==> src/rtl/uart_tx_frame.sv <==
// uart_tx_frame: UART transmit stage.
// Captures each byte the receiver stage presents, queues it in a small FIFO
// and serialises it LSB first onto TX. Frames are 8N1, or 8E1 when the
// UART_TX_PARITY_EN macro is defined. Bit timing counts ENABLE ticks.
//
// Parameters:
//   BIT_TICKS  (2..63)          ENABLE ticks per transmitted bit
//   FIFO_DEPTH (pow2, 2..16)    byte queue depth
// Ports:
//   clk                      system clock, rising edge
//   res                      synchronous active-high reset
//   ENABLE                   bit-timing tick; FSM and counters freeze when low
//   CONECT_PRIZNAC           receiver byte-valid level
//   word_receiver[7:0]       received byte
//   TX                       serial line, idle high
//   priznak_end_transmitter  one-clk pulse after each frame's final stop tick
//   busy                     frame in progress
//   fifo_full                queue holds FIFO_DEPTH bytes
//   overflow                 sticky: a byte was dropped on a full queue
module uart_tx_frame #(
  parameter int unsigned BIT_TICKS  = 5,
  parameter int unsigned FIFO_DEPTH = 4
) (
  input  logic       clk,
  input  logic       res,
  input  logic       ENABLE,
  input  logic       CONECT_PRIZNAC,
  input  logic [7:0] word_receiver,
  output logic       TX,
  output logic       priznak_end_transmitter,
  output logic       busy,
  output logic       fifo_full,
  output logic       overflow
);

  localparam int unsigned PW = $clog2(FIFO_DEPTH);
  localparam int unsigned CW = PW + 1;
  localparam logic [5:0]    TICK_LAST = 6'(BIT_TICKS - 1);
  localparam logic [CW-1:0] CNT_FULL  = CW'(FIFO_DEPTH);

  typedef enum logic [2:0] {
    S_IDLE,
    S_START,
    S_DATA,
`ifdef UART_TX_PARITY_EN
    S_PAR,
`endif
    S_STOP
  } state_t;

  state_t          state_q, state_d;
  logic [5:0]      tick_q, tick_d;
  logic [2:0]      idx_q, idx_d;
  logic [7:0]      shift_q, shift_d;
  logic [PW-1:0]   rd_ptr_q, wr_ptr_q;
  logic [CW-1:0]   count_q, count_d;
  logic            taken_q;
  logic            tx_q, tx_d;
  logic            end_q, end_d;
  logic            busy_q;
  logic            full_q;
  logic            ovf_q, ovf_d;
  logic [7:0]      mem_q [FIFO_DEPTH];
`ifdef UART_TX_PARITY_EN
  logic            par_q, par_d;
`endif

  logic       empty, last_tick, push_req, push, pop;
  logic [7:0] head;

  assign empty     = (count_q == '0);
  assign last_tick = (tick_q == TICK_LAST);
  assign head      = mem_q[rd_ptr_q];
  assign push_req  = CONECT_PRIZNAC && !taken_q;

  always_comb begin
    state_d = state_q;
    tick_d  = tick_q;
    idx_d   = idx_q;
    shift_d = shift_q;
    end_d   = 1'b0;
    pop     = 1'b0;
`ifdef UART_TX_PARITY_EN
    par_d   = par_q;
`endif
    if (ENABLE) begin
      case (state_q)
        S_IDLE: begin
          if (!empty) begin
            pop     = 1'b1;
            shift_d = head;
`ifdef UART_TX_PARITY_EN
            par_d   = ^head;
`endif
            tick_d  = '0;
            state_d = S_START;
          end
        end
        S_START: begin
          if (last_tick) begin
            tick_d  = '0;
            idx_d   = '0;
            state_d = S_DATA;
          end else begin
            tick_d = tick_q + 6'd1;
          end
        end
        S_DATA: begin
          if (last_tick) begin
            tick_d  = '0;
            shift_d = {1'b0, shift_q[7:1]};
            idx_d   = idx_q + 3'd1;
            if (idx_q == 3'd7) begin
`ifdef UART_TX_PARITY_EN
              state_d = S_PAR;
`else
              state_d = S_STOP;
`endif
            end
          end else begin
            tick_d = tick_q + 6'd1;
          end
        end
`ifdef UART_TX_PARITY_EN
        S_PAR: begin
          if (last_tick) begin
            tick_d  = '0;
            state_d = S_STOP;
          end else begin
            tick_d = tick_q + 6'd1;
          end
        end
`endif
        S_STOP: begin
          if (last_tick) begin
            tick_d = '0;
            end_d  = 1'b1;
            // Pending byte chains straight into the next start bit.
            if (!empty) begin
              pop     = 1'b1;
              shift_d = head;
`ifdef UART_TX_PARITY_EN
              par_d   = ^head;
`endif
              state_d = S_START;
            end else begin
              state_d = S_IDLE;
            end
          end else begin
            tick_d = tick_q + 6'd1;
          end
        end
        default: state_d = S_IDLE;
      endcase
    end

    // A same-cycle pop frees a slot, so a push on a full queue still lands.
    push  = push_req && ((count_q != CNT_FULL) || pop);
    ovf_d = ovf_q || (push_req && !push);

    count_d = count_q;
    if (push && !pop)      count_d = count_q + CW'(1);
    else if (pop && !push) count_d = count_q - CW'(1);

    // TX is registered from the next state so it changes on the tick edge.
    case (state_d)
      S_START: tx_d = 1'b0;
      S_DATA:  tx_d = shift_d[0];
`ifdef UART_TX_PARITY_EN
      S_PAR:   tx_d = par_d;
`endif
      default: tx_d = 1'b1;
    endcase
  end

  always_ff @(posedge clk) begin
    if (res) begin
      state_q  <= S_IDLE;
      tick_q   <= '0;
      idx_q    <= '0;
      shift_q  <= '0;
      rd_ptr_q <= '0;
      wr_ptr_q <= '0;
      count_q  <= '0;
      taken_q  <= 1'b0;
      tx_q     <= 1'b1;
      end_q    <= 1'b0;
      busy_q   <= 1'b0;
      full_q   <= 1'b0;
      ovf_q    <= 1'b0;
`ifdef UART_TX_PARITY_EN
      par_q    <= 1'b0;
`endif
    end else begin
      state_q <= state_d;
      tick_q  <= tick_d;
      idx_q   <= idx_d;
      shift_q <= shift_d;
      count_q <= count_d;
      taken_q <= CONECT_PRIZNAC;
      tx_q    <= tx_d;
      end_q   <= end_d;
      busy_q  <= (state_d != S_IDLE);
      full_q  <= (count_d == CNT_FULL);
      ovf_q   <= ovf_d;
`ifdef UART_TX_PARITY_EN
      par_q   <= par_d;
`endif
      if (push) wr_ptr_q <= wr_ptr_q + PW'(1);
      if (pop)  rd_ptr_q <= rd_ptr_q + PW'(1);
    end
  end

  always_ff @(posedge clk) begin
    if (push) mem_q[wr_ptr_q] <= word_receiver;
  end

  assign TX                      = tx_q;
  assign priznak_end_transmitter = end_q;
  assign busy                    = busy_q;
  assign fifo_full               = full_q;
  assign overflow                = ovf_q;

endmodule

==> config.mk <==
export PLATFORM = sky130hd
export DESIGN_NAME = uart_tx_frame
export DESIGN_NICKNAME = d
export VERILOG_FILES = /design/src/rtl/uart_tx_frame.sv
export SDC_FILE = /design/constraint.sdc
export NUM_CORES = 1
export LEC_CHECK = 0
export ABC_AREA = 1
export CORE_MARGIN = 3
export CORE_UTILIZATION = 39
export DETAILED_ROUTE_END_ITERATION = 8
export PLACE_DENSITY = 0.67
export SLEW_MARGIN = 20
export SYNTH_ARGS = -nofsm -noshare
export SYNTH_HDL_FRONTEND = slang
export SYNTH_SLANG_ARGS = --single-unit
export TNS_END_PERCENT = 1
==> constraint.sdc <==
create_clock -name clk -period 3.1 [get_ports clk]
set_input_delay 0.31 -clock clk [delete_from_list [all_inputs] [get_ports clk]]
set_output_delay 0.31 -clock clk [all_outputs]
set_load 0.02 [all_outputs]
==> flow_metrics.tcl <==
set metrics [dict create \
    clk_latency_ps 360 \
    crit_buf_inv 3 \
    ir_drop_mv 0.371 \
    hold_buffers 0 \
    synthCells 359 \
    fmax_mhz 404 \
    hold_path.class "register to register" \
    cp-end-kind "register" \
    cts_root_buffer "clkbuf_8" \
    std_cell_rows 32 \
    cp.required_ps 3090 \
    drc_errors 0 \
    min_from "idx_q[2]$_SDFFE_PP0P_" \
    worst-path-max-fanout 14 \
    dr.pass1.iters 4 \
    syn_nets 382 \
    wl_per_cell_um 12.9 \
    p_per_area_nw_per_um2 627 \
    nNetsFinal 401 \
    syn_area_per_cell_um2 8.91 \
    gr-total-overflow 0 \
    synth.ff_latch_count 67 \
    synth_warnings 0 \
    crit_path_max_incr_delay_ps 540 \
    gp_congestion 0.869 \
    post_cts_buffers 0 \
    initial_core_util 0.408 \
    hold_viol 0 \
    fin_util 0.464 \
    synth_cell_type_count 37 \
    syn_area_um2 3200 \
    dieWidth_um 96.6 \
    htreeDepth 3 \
    grt_max_degree 21 \
    viasPerCell 4.87 \
    cts_buffers 9 \
    grt_pass1_vias 2240 \
    diodes 0 \
    power_leakage_nw 1.40 \
    grt_pass1_wl_um 10700 \
    critical_path_class "register to register" \
    status "finished clean" \
    grt_use_total 0.152 \
    die_h_um 96.6 \
    cp-startpoint "count_q[0]$_SDFF_PP0_" \
    cap_violations 0 \
    antenna_left 0 \
    clock_sinks 67 \
    cp_top_family "simple AND/OR/NAND/NOR gates" \
    tns_ps 0 \
    skew_ps 10.3 \
    fp.coreArea_um2 7850 \
    slew_headroom 0.558 \
    synth-seq-area-share 0.519 \
    start_kind "register" \
    antenna_found_initial 0 \
    finalCritPeriodShare 0.798 \
    cts_resized 0 \
    slowest_stage "nor2_1" \
    drv_slew 0 \
    clkTransAtPathRegs_ps 70 \
    rsz0062_at_grt "no" \
    totalWireLength_um 6250 \
    cts_tree "built" \
    worst_pin_slew_ps 660 \
    io_buffers 16 \
    reg2reg_from "count_q[0]$_SDFF_PP0_" \
    dr_total_vias 2364 \
    dp.final_hpwl_um 4580 \
    setup_viol 0 \
    cp_cell_sequence "inv_1, ha_1, inv_2, nor2_8, inv_2, nand3_2, nand2_4, nand2_4, nand3_2, nand2_2, nor2_1" \
    layout-drive-gt1-share 0.151 \
    cts.path.max_buffers 2 \
    io_pins 17 \
    critPathArrivalTime_ps 2460 \
    dr.first_iter.drc_count 133 \
    die_area_um2 9330 \
    fin_crit_ps 2480 \
    areaGrowthSynthToFinish_pct 13.9 \
]
==> power breakdown <==
| part | switching [mW] | internal (mW) | total (mW) |
|---|---|---|---|
| combinational | 0.312 | 0.177 | 0.488 |
| clock | 0.368 | 0.385 | 0.752 |
| sequential | 0.0520 | 0.993 | 1.05 |
==> kinds of logic (layout without fill, tap and decap cells) <==
| group | count (synthesis) | count (layout) | synth area share |
|---|---|---|---|
| AO/OA/AOI/OAI | 69 | 69 | 0.130 |
| XOR/XNOR | 2 | 2 | 0.00548 |
| adder cells (fa/ha/maj) | 11 | 11 | 0.0430 |
| buffers and inverters | 52 | 76 | 0.0684 |
| flip-flops | 67 | 67 | 0.519 |
| AND/OR/NAND/NOR | 158 | 158 | 0.233 |
==> Yosys cell counts, drive strengths merged <==
library cell,instances,area [um2]
ha,11,138
o211ai,11,82.6
or2,1,6.26
o21ai,30,161
clkbuf,2,7.51
a32oi,1,8.76
dfxtp,35,701
nor4,1,6.26
nand4,5,31.3
buf,7,50.1
nor2,52,238
nand3,11,87.6
a211oi,1,12.5
o22ai,2,12.5
nor3b,1,12.5
xor2,2,17.5
o21a,1,7.51
o31ai,2,15.0
nor3,3,15.0
edfxtp,32,961
a21oi,21,116
clkinv,1,3.75
nand2,84,350
inv,42,158
==> tightest hold or removal path: cells and delay by family, from the launching register on <==
kind | cells | cell delay, ps
DFF | 1 | 320
AOI/OAI and AO/OA | 1 | 50
and+or+nand+nor | 1 | 60
==> path summary, 6_finish.rpt <==
kind                            depth (start not counted)  slack [ps]               endpoint
worst max-delay path                                   11         620  mem_q[3][5]$_DFFE_PP_
worst min-delay path                                    2         470  idx_q[2]$_SDFFE_PP0P_
worst max register to register                         11         620  mem_q[3][5]$_DFFE_PP_
worst min register to register                          2         470  idx_q[2]$_SDFFE_PP0P_
==> metrics by stage <==
stage	total power, mW	instances	hold WS [ps]	worst slack [ps]	cell area (um2)
final	2.29	485	468	625	3640
after global routing	2.41	485	495	399	3640
after CTS	2.30	485	472	611	3640
after detailed placement	1.55	469	458	624	3440
after floorplan	1.44	359	409	1070	3200
after global placement	1.55	469	452	710	3440
==> state kept, by name, summed over array words and instances, names as in the netlist, named ones only <==
| signal | flops |
|---|---|
| TX | 1 |
| busy | 1 |
| count_q | 3 |
| fifo_full | 1 |
| idx_q | 3 |
| mem_q | 32 |
| overflow | 1 |
| priznak_end_transmitter | 1 |
| rd_ptr_q | 2 |
| shift_q | 8 |
| state_q | 3 |
| taken_q | 1 |
| tick_q | 6 |
| wr_ptr_q | 2 |
==> final cells by class <==
cell class | count | area (um2)
clock inverter | 7 | 83.8
clock buffer | 9 | 124
fill | 772 | 4200
timing repair buffer | 17 | 168
sequential | 67 | 1660
inverter | 43 | 161
tap | 102 | 128
multi-input combinational | 240 | 1320
==> per-layer routing <==
metal | up-vias | GRT usage | wire, um
met5 | - | 0 | 0
met4 | 0 | 0.0654 | 118
met3 | 9 | 0.0387 | 291
met2 | 50 | 0.230 | 2880
met1 | 1077 | 0.205 | 2960
li1 | 1228 | - | -
==> layout by cell type (no fill, tap or decap), types with 3 or more instances in the layout <==
cell,instances
clkdlybuf4s50_1,16
nand2_1,74
o21ai_0,22
nor3_1,3
nor2_1,48
nand3_1,6
ha_1,11
edfxtp_1,32
nand3_2,4
nand2_2,8
o211ai_1,11
inv_1,27
inv_2,15
clkbuf_8,9
a21oi_1,20
dfxtp_1,35
o21ai_2,3
nand4_1,5
o21ai_1,5
Power figures use the tool's default switching activity.
